===== src/rtl/ps2_kbd_pkg.sv =====
// Shared types and Set-2 scancode tables for the PS/2 to Spectrum key-matrix bridge.
package ps2_kbd_pkg;

    localparam int unsigned NumKeys  = 50;
    localparam int unsigned NumCells = 40;

    localparam logic [7:0] CodeExt  = 8'hE0;
    localparam logic [7:0] CodeRel  = 8'hF0;
    localparam logic [7:0] CodeBat  = 8'hAA;
    localparam logic [7:0] CodeOvf0 = 8'h00;
    localparam logic [7:0] CodeOvf1 = 8'hFF;

    // Keys 0..39 own matrix cell row*5+col; the rest alias or combine existing cells.
    typedef enum logic [5:0] {
        KeyLShift, KeyZ,     KeyX,     KeyC,     KeyV,
        KeyA,      KeyS,     KeyD,     KeyF,     KeyG,
        KeyQ,      KeyW,     KeyE,     KeyR,     KeyT,
        Key1,      Key2,     Key3,     Key4,     Key5,
        Key0,      Key9,     Key8,     Key7,     Key6,
        KeyP,      KeyO,     KeyI,     KeyU,     KeyY,
        KeyEnter,  KeyL,     KeyK,     KeyJ,     KeyH,
        KeySpace,  KeyLCtrl, KeyM,     KeyN,     KeyB,
        KeyRShift, KeyRCtrl, KeyBksp,  KeyLeft,  KeyDown,
        KeyUp,     KeyRight, KeyLAlt,  KeyRAlt,  KeyDel
    } key_e;

    typedef struct packed {
        logic valid;
        key_e key;
    } scan_t;

    typedef struct packed {
        logic       v0;
        logic [5:0] c0;
        logic       v1;
        logic [5:0] c1;
    } key_pos_t;

    function automatic scan_t scan_lookup(input logic ext, input logic [7:0] code);
        scan_t s;
        key_e  key;
        logic  hit;
        key = KeyLShift;
        hit = 1'b1;
        if (!ext) begin
            case (code)
                8'h12: key = KeyLShift;  8'h1A: key = KeyZ;      8'h22: key = KeyX;
                8'h21: key = KeyC;       8'h2A: key = KeyV;      8'h1C: key = KeyA;
                8'h1B: key = KeyS;       8'h23: key = KeyD;      8'h2B: key = KeyF;
                8'h34: key = KeyG;       8'h15: key = KeyQ;      8'h1D: key = KeyW;
                8'h24: key = KeyE;       8'h2D: key = KeyR;      8'h2C: key = KeyT;
                8'h16: key = Key1;       8'h1E: key = Key2;      8'h26: key = Key3;
                8'h25: key = Key4;       8'h2E: key = Key5;      8'h45: key = Key0;
                8'h46: key = Key9;       8'h3E: key = Key8;      8'h3D: key = Key7;
                8'h36: key = Key6;       8'h4D: key = KeyP;      8'h44: key = KeyO;
                8'h43: key = KeyI;       8'h3C: key = KeyU;      8'h35: key = KeyY;
                8'h5A: key = KeyEnter;   8'h4B: key = KeyL;      8'h42: key = KeyK;
                8'h3B: key = KeyJ;       8'h33: key = KeyH;      8'h29: key = KeySpace;
                8'h14: key = KeyLCtrl;   8'h3A: key = KeyM;      8'h31: key = KeyN;
                8'h32: key = KeyB;       8'h59: key = KeyRShift; 8'h66: key = KeyBksp;
                8'h11: key = KeyLAlt;
                default: hit = 1'b0;
            endcase
        end else begin
            case (code)
                8'h14: key = KeyRCtrl;   8'h11: key = KeyRAlt;   8'h71: key = KeyDel;
                8'h6B: key = KeyLeft;    8'h72: key = KeyDown;   8'h75: key = KeyUp;
                8'h74: key = KeyRight;
                default: hit = 1'b0;
            endcase
        end
        s.valid = hit;
        s.key   = key;
        return s;
    endfunction

    function automatic key_pos_t key_pos(input key_e key);
        key_pos_t p;
        p.v0 = 1'b1;
        p.c0 = 6'(key);
        p.v1 = 1'b0;
        p.c1 = 6'd0;
        case (key)
            KeyRShift: p.c0 = KeyLShift;
            KeyRCtrl:  p.c0 = KeyLCtrl;
            KeyBksp:   begin p.c0 = KeyLShift; p.v1 = 1'b1; p.c1 = Key0; end
            KeyLeft:   begin p.c0 = KeyLShift; p.v1 = 1'b1; p.c1 = Key5; end
            KeyDown:   begin p.c0 = KeyLShift; p.v1 = 1'b1; p.c1 = Key6; end
            KeyUp:     begin p.c0 = KeyLShift; p.v1 = 1'b1; p.c1 = Key7; end
            KeyRight:  begin p.c0 = KeyLShift; p.v1 = 1'b1; p.c1 = Key8; end
            KeyLAlt, KeyRAlt, KeyDel: p.v0 = 1'b0;
            default: ;
        endcase
        return p;
    endfunction

endpackage


===== src/rtl/ps2_rx.sv =====
// PS/2 byte receiver: input synchronisers, clock glitch filter, frame FSM and idle timeout.
module ps2_rx
    import ps2_kbd_pkg::*;
#(
    parameter int unsigned FilterLen     = 8,
    parameter int unsigned TimeoutCycles = 14000
) (
    input  logic       clk14,
    input  logic       rst_n,
    input  logic       ps2_clk_i,
    input  logic       ps2_dat_i,
    output logic [7:0] byte_o,
    output logic       byte_valid_o,
    output logic       frame_err_o
);

    localparam int unsigned FiltW = $clog2(FilterLen + 1);
    localparam int unsigned TmoW  = $clog2(TimeoutCycles + 1);

    localparam logic [1:0] StIdle   = 2'd0;
    localparam logic [1:0] StData   = 2'd1;
    localparam logic [1:0] StParity = 2'd2;
    localparam logic [1:0] StStop   = 2'd3;

    logic [1:0]      clk_sync_q, dat_sync_q;
    logic            filt_q, filt_d, strobe_q;
    logic [FiltW-1:0] filt_cnt_q, filt_cnt_d;
    logic [1:0]      state_q, state_d;
    logic [2:0]      bit_cnt_q, bit_cnt_d;
    logic [7:0]      shift_q, shift_d;
    logic            par_q, par_d;
    logic [TmoW-1:0] tmo_q, tmo_d;
    logic            valid_q, valid_d, err_q, err_d;
    logic            clk_s, dat_s;

    assign clk_s        = clk_sync_q[1];
    assign dat_s        = dat_sync_q[1];
    assign byte_o       = shift_q;
    assign byte_valid_o = valid_q;
    assign frame_err_o  = err_q;

    // The filtered level only follows after FilterLen consecutive disagreeing samples.
    always_comb begin
        filt_d     = filt_q;
        filt_cnt_d = '0;
        if (clk_s != filt_q) begin
            if (filt_cnt_q == FiltW'(FilterLen - 1)) filt_d = clk_s;
            else filt_cnt_d = filt_cnt_q + 1'b1;
        end
    end

    always_comb begin
        state_d   = state_q;
        bit_cnt_d = bit_cnt_q;
        shift_d   = shift_q;
        par_d     = par_q;
        valid_d   = 1'b0;
        err_d     = 1'b0;
        tmo_d     = (state_q == StIdle || strobe_q) ? '0 : tmo_q + 1'b1;
        if (state_q != StIdle && tmo_q == TmoW'(TimeoutCycles)) begin
            state_d = StIdle;
            err_d   = 1'b1;
        end else if (strobe_q) begin
            case (state_q)
                StIdle: begin
                    if (!dat_s) begin
                        state_d   = StData;
                        bit_cnt_d = 3'd0;
                    end
                end
                StData: begin
                    shift_d   = {dat_s, shift_q[7:1]};
                    bit_cnt_d = bit_cnt_q + 3'd1;
                    if (bit_cnt_q == 3'd7) state_d = StParity;
                end
                StParity: begin
                    par_d   = dat_s;
                    state_d = StStop;
                end
                default: begin
                    state_d = StIdle;
                    if (dat_s && ^{shift_q, par_q}) valid_d = 1'b1;
                    else err_d = 1'b1;
                end
            endcase
        end
    end

    always_ff @(posedge clk14 or negedge rst_n) begin
        if (!rst_n) begin
            clk_sync_q <= 2'b11;
            dat_sync_q <= 2'b11;
            filt_q     <= 1'b1;
            filt_cnt_q <= '0;
            strobe_q   <= 1'b0;
            state_q    <= StIdle;
            bit_cnt_q  <= 3'd0;
            shift_q    <= 8'd0;
            par_q      <= 1'b0;
            tmo_q      <= '0;
            valid_q    <= 1'b0;
            err_q      <= 1'b0;
        end else begin
            clk_sync_q <= {clk_sync_q[0], ps2_clk_i};
            dat_sync_q <= {dat_sync_q[0], ps2_dat_i};
            filt_q     <= filt_d;
            filt_cnt_q <= filt_cnt_d;
            strobe_q   <= filt_q & ~filt_d;
            state_q    <= state_d;
            bit_cnt_q  <= bit_cnt_d;
            shift_q    <= shift_d;
            par_q      <= par_d;
            tmo_q      <= tmo_d;
            valid_q    <= valid_d;
            err_q      <= err_d;
        end
    end

endmodule


===== src/rtl/ps2_keyboard_matrix.sv =====
// PS/2 keyboard to emulated 8x5 Spectrum key matrix, read through the ULA port #FE path.
module ps2_keyboard_matrix
    import ps2_kbd_pkg::*;
#(
    parameter int unsigned FILTER_LEN     = 8,
    parameter int unsigned TIMEOUT_CYCLES = 14000
) (
    input  logic       clk14,
    input  logic       rst_n,
    input  logic       ps2_clk,
    input  logic       ps2_dat,
    input  logic [7:0] addr_hi,
    output logic [4:0] kd,
    output logic       reset_req,
    output logic       frame_err
);

    logic [7:0]          rx_byte;
    logic                rx_valid;
    logic                ext_q, ext_d, rel_q, rel_d;
    logic [NumKeys-1:0]  keys_q, keys_d;
    logic                reset_req_q, reset_req_d;
    logic [NumCells-1:0] cells;
    scan_t               scan;

    ps2_rx #(
        .FilterLen    (FILTER_LEN),
        .TimeoutCycles(TIMEOUT_CYCLES)
    ) u_rx (
        .clk14       (clk14),
        .rst_n       (rst_n),
        .ps2_clk_i   (ps2_clk),
        .ps2_dat_i   (ps2_dat),
        .byte_o      (rx_byte),
        .byte_valid_o(rx_valid),
        .frame_err_o (frame_err)
    );

    assign scan = scan_lookup(ext_q, rx_byte);

    always_comb begin
        ext_d  = ext_q;
        rel_d  = rel_q;
        keys_d = keys_q;
        if (rx_valid) begin
            if (rx_byte == CodeExt) begin
                ext_d = 1'b1;
            end else if (rx_byte == CodeRel) begin
                rel_d = 1'b1;
            end else begin
                ext_d = 1'b0;
                rel_d = 1'b0;
                if (rx_byte inside {CodeBat, CodeOvf0, CodeOvf1}) keys_d = '0;
                else if (scan.valid) keys_d[scan.key] = ~rel_q;
            end
        end
    end

    assign reset_req_d = (keys_q[KeyLCtrl] | keys_q[KeyRCtrl]) &
                         (keys_q[KeyLAlt] | keys_q[KeyRAlt]) & keys_q[KeyDel];
    assign reset_req   = reset_req_q;

    always_ff @(posedge clk14 or negedge rst_n) begin
        if (!rst_n) begin
            ext_q       <= 1'b0;
            rel_q       <= 1'b0;
            keys_q      <= '0;
            reset_req_q <= 1'b0;
        end else begin
            ext_q       <= ext_d;
            rel_q       <= rel_d;
            keys_q      <= keys_d;
            reset_req_q <= reset_req_d;
        end
    end

    // Each cell is the OR of every key flag that drives it, so aliases never cancel each other.
    always_comb begin
        key_pos_t p;
        p     = '0;
        cells = '0;
        for (int k = 0; k < NumKeys; k++) begin
            p = key_pos(key_e'(k));
            if (keys_q[k] && p.v0) cells[p.c0] = 1'b1;
            if (keys_q[k] && p.v1) cells[p.c1] = 1'b1;
        end
    end

    always_comb begin
        kd = '1;
        for (int c = 0; c < 5; c++) begin
            for (int r = 0; r < 8; r++) begin
                if (!addr_hi[r] && cells[r*5+c]) kd[c] = 1'b0;
            end
        end
    end

endmodule

===== config.mk =====
export PLATFORM = sky130hd
export DESIGN_NAME = ps2_keyboard_matrix
export DESIGN_NICKNAME = d
export VERILOG_FILES = /design/src/rtl/ps2_kbd_pkg.sv /design/src/rtl/ps2_rx.sv /design/src/rtl/ps2_keyboard_matrix.sv
export SDC_FILE = /design/constraint.sdc
export NUM_CORES = 1
export LEC_CHECK = 0
export ABC_AREA = 1
export BUFFER_PORTS_ARGS = -buffer_cell sky130_fd_sc_hd__clkbuf_2
export CORE_MARGIN = 2
export CORE_UTILIZATION = 55
export CTS_CLUSTER_DIAMETER = 40
export DETAILED_ROUTE_END_ITERATION = 6
export GPL_ROUTABILITY_DRIVEN = 0
export PLACE_DENSITY = 0.77
export SLEW_MARGIN = 20
export SYNTH_ARGS = -nofsm -noshare
export SYNTH_HDL_FRONTEND = slang
export SYNTH_HIERARCHICAL = 1
export SYNTH_SLANG_ARGS = --single-unit

===== constraint.sdc =====
create_clock -name clk14 -period 2.1 [get_ports clk14]
set_input_delay 0.42 -clock clk14 [delete_from_list [all_inputs] [get_ports clk14]]
set_output_delay 0.42 -clock clk14 [all_outputs]
set_load 0.02 [all_outputs]

==> flow_summary.ini <==
[logic_synthesis]
ys.flop_type = dfrtp_1
ys_ff_latch = 93
synth_area_leaders = dfrtp_1 34%, nand2_1 26%, nor2_1 9.5%, inv_1 4.2%, nand3_1 3.8%
yosys.area_share.simple_pct = 44.6
synth_compound_area_share_pct = 8.92
avgSynthCellArea_um2 = 6.33
synth_edf_count = 0
synth_xor_area_share_pct = 0.954
yosysTopAreaCell = dfrtp_1
synthesis.nets = 1036
netlist_top_cells_count = 445 x nand2_1, 162 x nor2_1, 88 x dfrtp_1
synth-async-reset-ratio_pct = 100
synth_cell_types = 49
synthCells = 1015
yosys_warnings = 6
synth.most_common_cell = nand2_1
mappedNetlistArea_um2 = 6420
synth_fa_ha_area_share_pct = 1.75
ys_seq_area_share_pct = 36.3
synth.mux.area_fraction_pct = 0
synth_top_family_by_area = simple AND/OR/NAND/NOR gates
yosys.area.top_type_share_pct = 34.3

[power_and_ir_drop]
pwr-share-comb_pct = 35.3
p_sw_w = 0.00208
p_leak_nw = 4.41
pwr-share-seq_pct = 35.5
powerDensity_nw_per_um2 = 647
p_total_w = 0.00574
peakVddDrop_v = 0.000552
p_int_w = 0.00366
pwr-share-clk_pct = 29.3
sw_frac_of_total_pct = 36.2

[placement]
io_buffers = 18
pre_cts_ws_ns = -0.350
placedCellCount = 1237
hpwl_um = 12100

[sta]
final.period_utilization_pct = 116
final_max_slew_viol_count = 0
fmax_ghz = 0.410
rsz0062_at_grt = true
hold_viol_final = 0
fin_ws_ns = -0.341
fin_skew_ns = 0.00846
worstMarginPinSlew_ns = 0.492
finalSetupViolations = 52
period_minus_slack_ns = 2.44
setup_tns_ns = -13.06
slew_headroom_pct = 66.9

[finish]
fin_util_pct = 77.7
area_growth_pct = 38.1
layout.cells.non_filler = 1289
layout.nets = 1162
drive_above_1_share_pct = 31.2
antenna_cells = 0
fillCellCount = 755

[critical_path]
worstSetupPathType = register to register
crit_required_ns = 2.34
critical_path_peak_fanout = 5
arrival_ns = 2.68
cp-start-kind = register
endpoint_kind = register

[grt]
grt_max_degree = 39
grt_pass1_vias = 6967
grt_pass1_wl_um = 33100
grt-ovfl-total = 0
antenna_found_initial = 0
grt_usage_pct = 32.5

[drt]
vias = 7409
drt-total-wl_um = 21000
wl_per_cell_um = 16.3
route.detailed.drc = 0
drtAntennaViolNets = 0
viasPerCell = 5.75
drt_iter0_drc = 864
dr.pass1.iters = 7

[worst_hold_path]
min-delay-path-class = input pin to register

[status]
violations = negative setup slack
outcome = finished with violations

[clock_tree]
clkLatencyLatePin_ns = 0.35
cts_sinks = 93
cts_tree = built
path_clk_slew_ns = 0.07
htreeDepth = 3
numCtsBuffers = 9
root_buffer = clkbuf_16
clk_path_buf_depth = 2

[floorplan]
rows = 39
die_h_um = 112
core_area_um2 = 11400
die_w_um = 112
start_util_pct = 56.3
io_pins = 19
die_area_um2 = 12600

[flow_run]
maxCapViolCount = 0
cell type report:
cell class | instances | area [µm²] | area share [%]
clock buffer | 11 | 233 | 2.62
clock inverter | 5 | 60.1 | 0.677
inverter | 78 | 303 | 3.41
multi-input combinational | 821 | 4480 | 50.5
sequential | 93 | 2340 | 26.4
tap | 143 | 179 | 2.02
timing repair buffer | 138 | 1270 | 14.4
critical path, stage by stage, from the launching register on:
cell and delay, ns:
dfrtp_2 0.45, buf_4 0.16, nand2_4 0.10, nor2_4 0.07
nand2_1 0.11, nand2_1 0.10, nor2_2 0.16, nand2_1 0.08
nor2_2 0.10, nand3_1 0.09, nand2_2 0.16, buf_6 0.17
nand3_4 0.14, o21ai_1 0.19, nand2_1 0.10, nand2_1 0.09
nand2_1 0.06
power groups by stage:
stage                     clock, W  sequential [W]  combinational (W)
after global routing       0.00178         0.00205            0.00223
after detailed placement         0         0.00206            0.00169
after floorplan                  0         0.00204            0.00110
final                      0.00168         0.00203            0.00202
after global placement           0         0.00206            0.00164
after CTS                  0.00169         0.00203            0.00192
metrics by stage:
step	instance area, µm²	hold WS, ns
after floorplan	6430	0.124
after global placement	7250	0.346
after detailed placement	7250	0.347
after CTS	8530	0.137
after global routing	8870	0.136
final	8870	0.146
cells in the final DEF, fill, tap and decap left out, types with 3 or more instances in the layout:
master     synthesis  layout
nand2_1          445     384
nor2_1           162     119
buf_4              8      92
dfrtp_1           88      80
inv_1             72      64
nand2_2            6      48
nor2_4             2      30
nand3_1           49      29
nor2_2            10      28
o21ai_0           40      24
o21ai_1            8      20
buf_6              4      20
nand2_4            1      18
nand3_2            3      15
clkbuf_2           1      12
inv_2              6      10
nand3_4            1      10
a21oi_1           13       9
clkbuf_16          0       9
ha_1               9       9
o21bai_1           8       8
buf_12             0       8
dfrtp_2            0       8
nor3_1             9       7
a221oi_2           0       6
nand4_1            6       6
o21ai_2            2       6
dfstp_2            5       5
a21oi_2            2       4
inv_4              0       4
xnor2_1            4       4
o211ai_1           3       3
o21a_1             3       3
nand3b_1           3       3
buf_16             0       3
xor2_1             3       3
layer usage:
metal  track usage (%)  up-vias  routed length [µm]  share of wire [%]
met1              39.5     3361                7910                 38
met4              21.0        0                1440                6.8
met3              5.02      160                1710                8.1
met5                 0        -                   0                  0
li1                  -     3454                   -                  -
met2              53.9      434                9980                 47
cells by family (layout without fill, tap and decap cells):
kind of cell,count (synthesis),after routing
AND/OR/NAND/NOR,706,710
AO/OA/AOI/OAI,95,95
buffers and inverters,105,232
flip-flops,93,93
adder cells (fa/ha/maj),9,9
XOR/XNOR,7,7
final timing paths:
path | startpoint | end | slack, ns | cells after the start
worst max-delay path | u_rx/byte_o[4]$_DFFE_PN0P_ | keys_q[24]$_DFFE_PN0P_ | -0.34 | 16
worst max register to register | u_rx/byte_o[4]$_DFFE_PN0P_ | keys_q[24]$_DFFE_PN0P_ | -0.34 | 16
min in group asynchronous | rst_n | keys_q[21]$_DFFE_PN0P_ | 0.54 | 2
max in group asynchronous | rst_n | u_rx/dat_sync_q[1]$_DFF_PN1_ | 0.90 | 3
worst min register to register | u_rx/dat_sync_q[0]$_DFF_PN1_ | u_rx/dat_sync_q[1]$_DFF_PN1_ | 0.36 | 0
worst min-delay path | ps2_dat | u_rx/dat_sync_q[0]$_DFF_PN1_ | 0.15 | 1
sequential cells by signal, summed over array words and instances, names as in the netlist, 2 cells and up:
signal           cells
keys_q              50
u_rx/bit_cnt_q       3
u_rx/byte_o          8
u_rx/clk_sync_q      2
u_rx/dat_sync_q      2
u_rx/filt_cnt_q      4
u_rx/state_q         2
u_rx/tmo_q          14
repair_timing:
item | 4_1_cts | 5_1_grt
hold buffers | 1 | 0
setup endpoints to repair | 55 | 55
buffers inserted | 16 | 10
pin swaps | 22 | 31
endpoints found under the hold margin | 24 | 0
cloned | 9 | 0
resized for setup | 198 | 77
No activity file was read; power rests on OpenSTA's default activity.
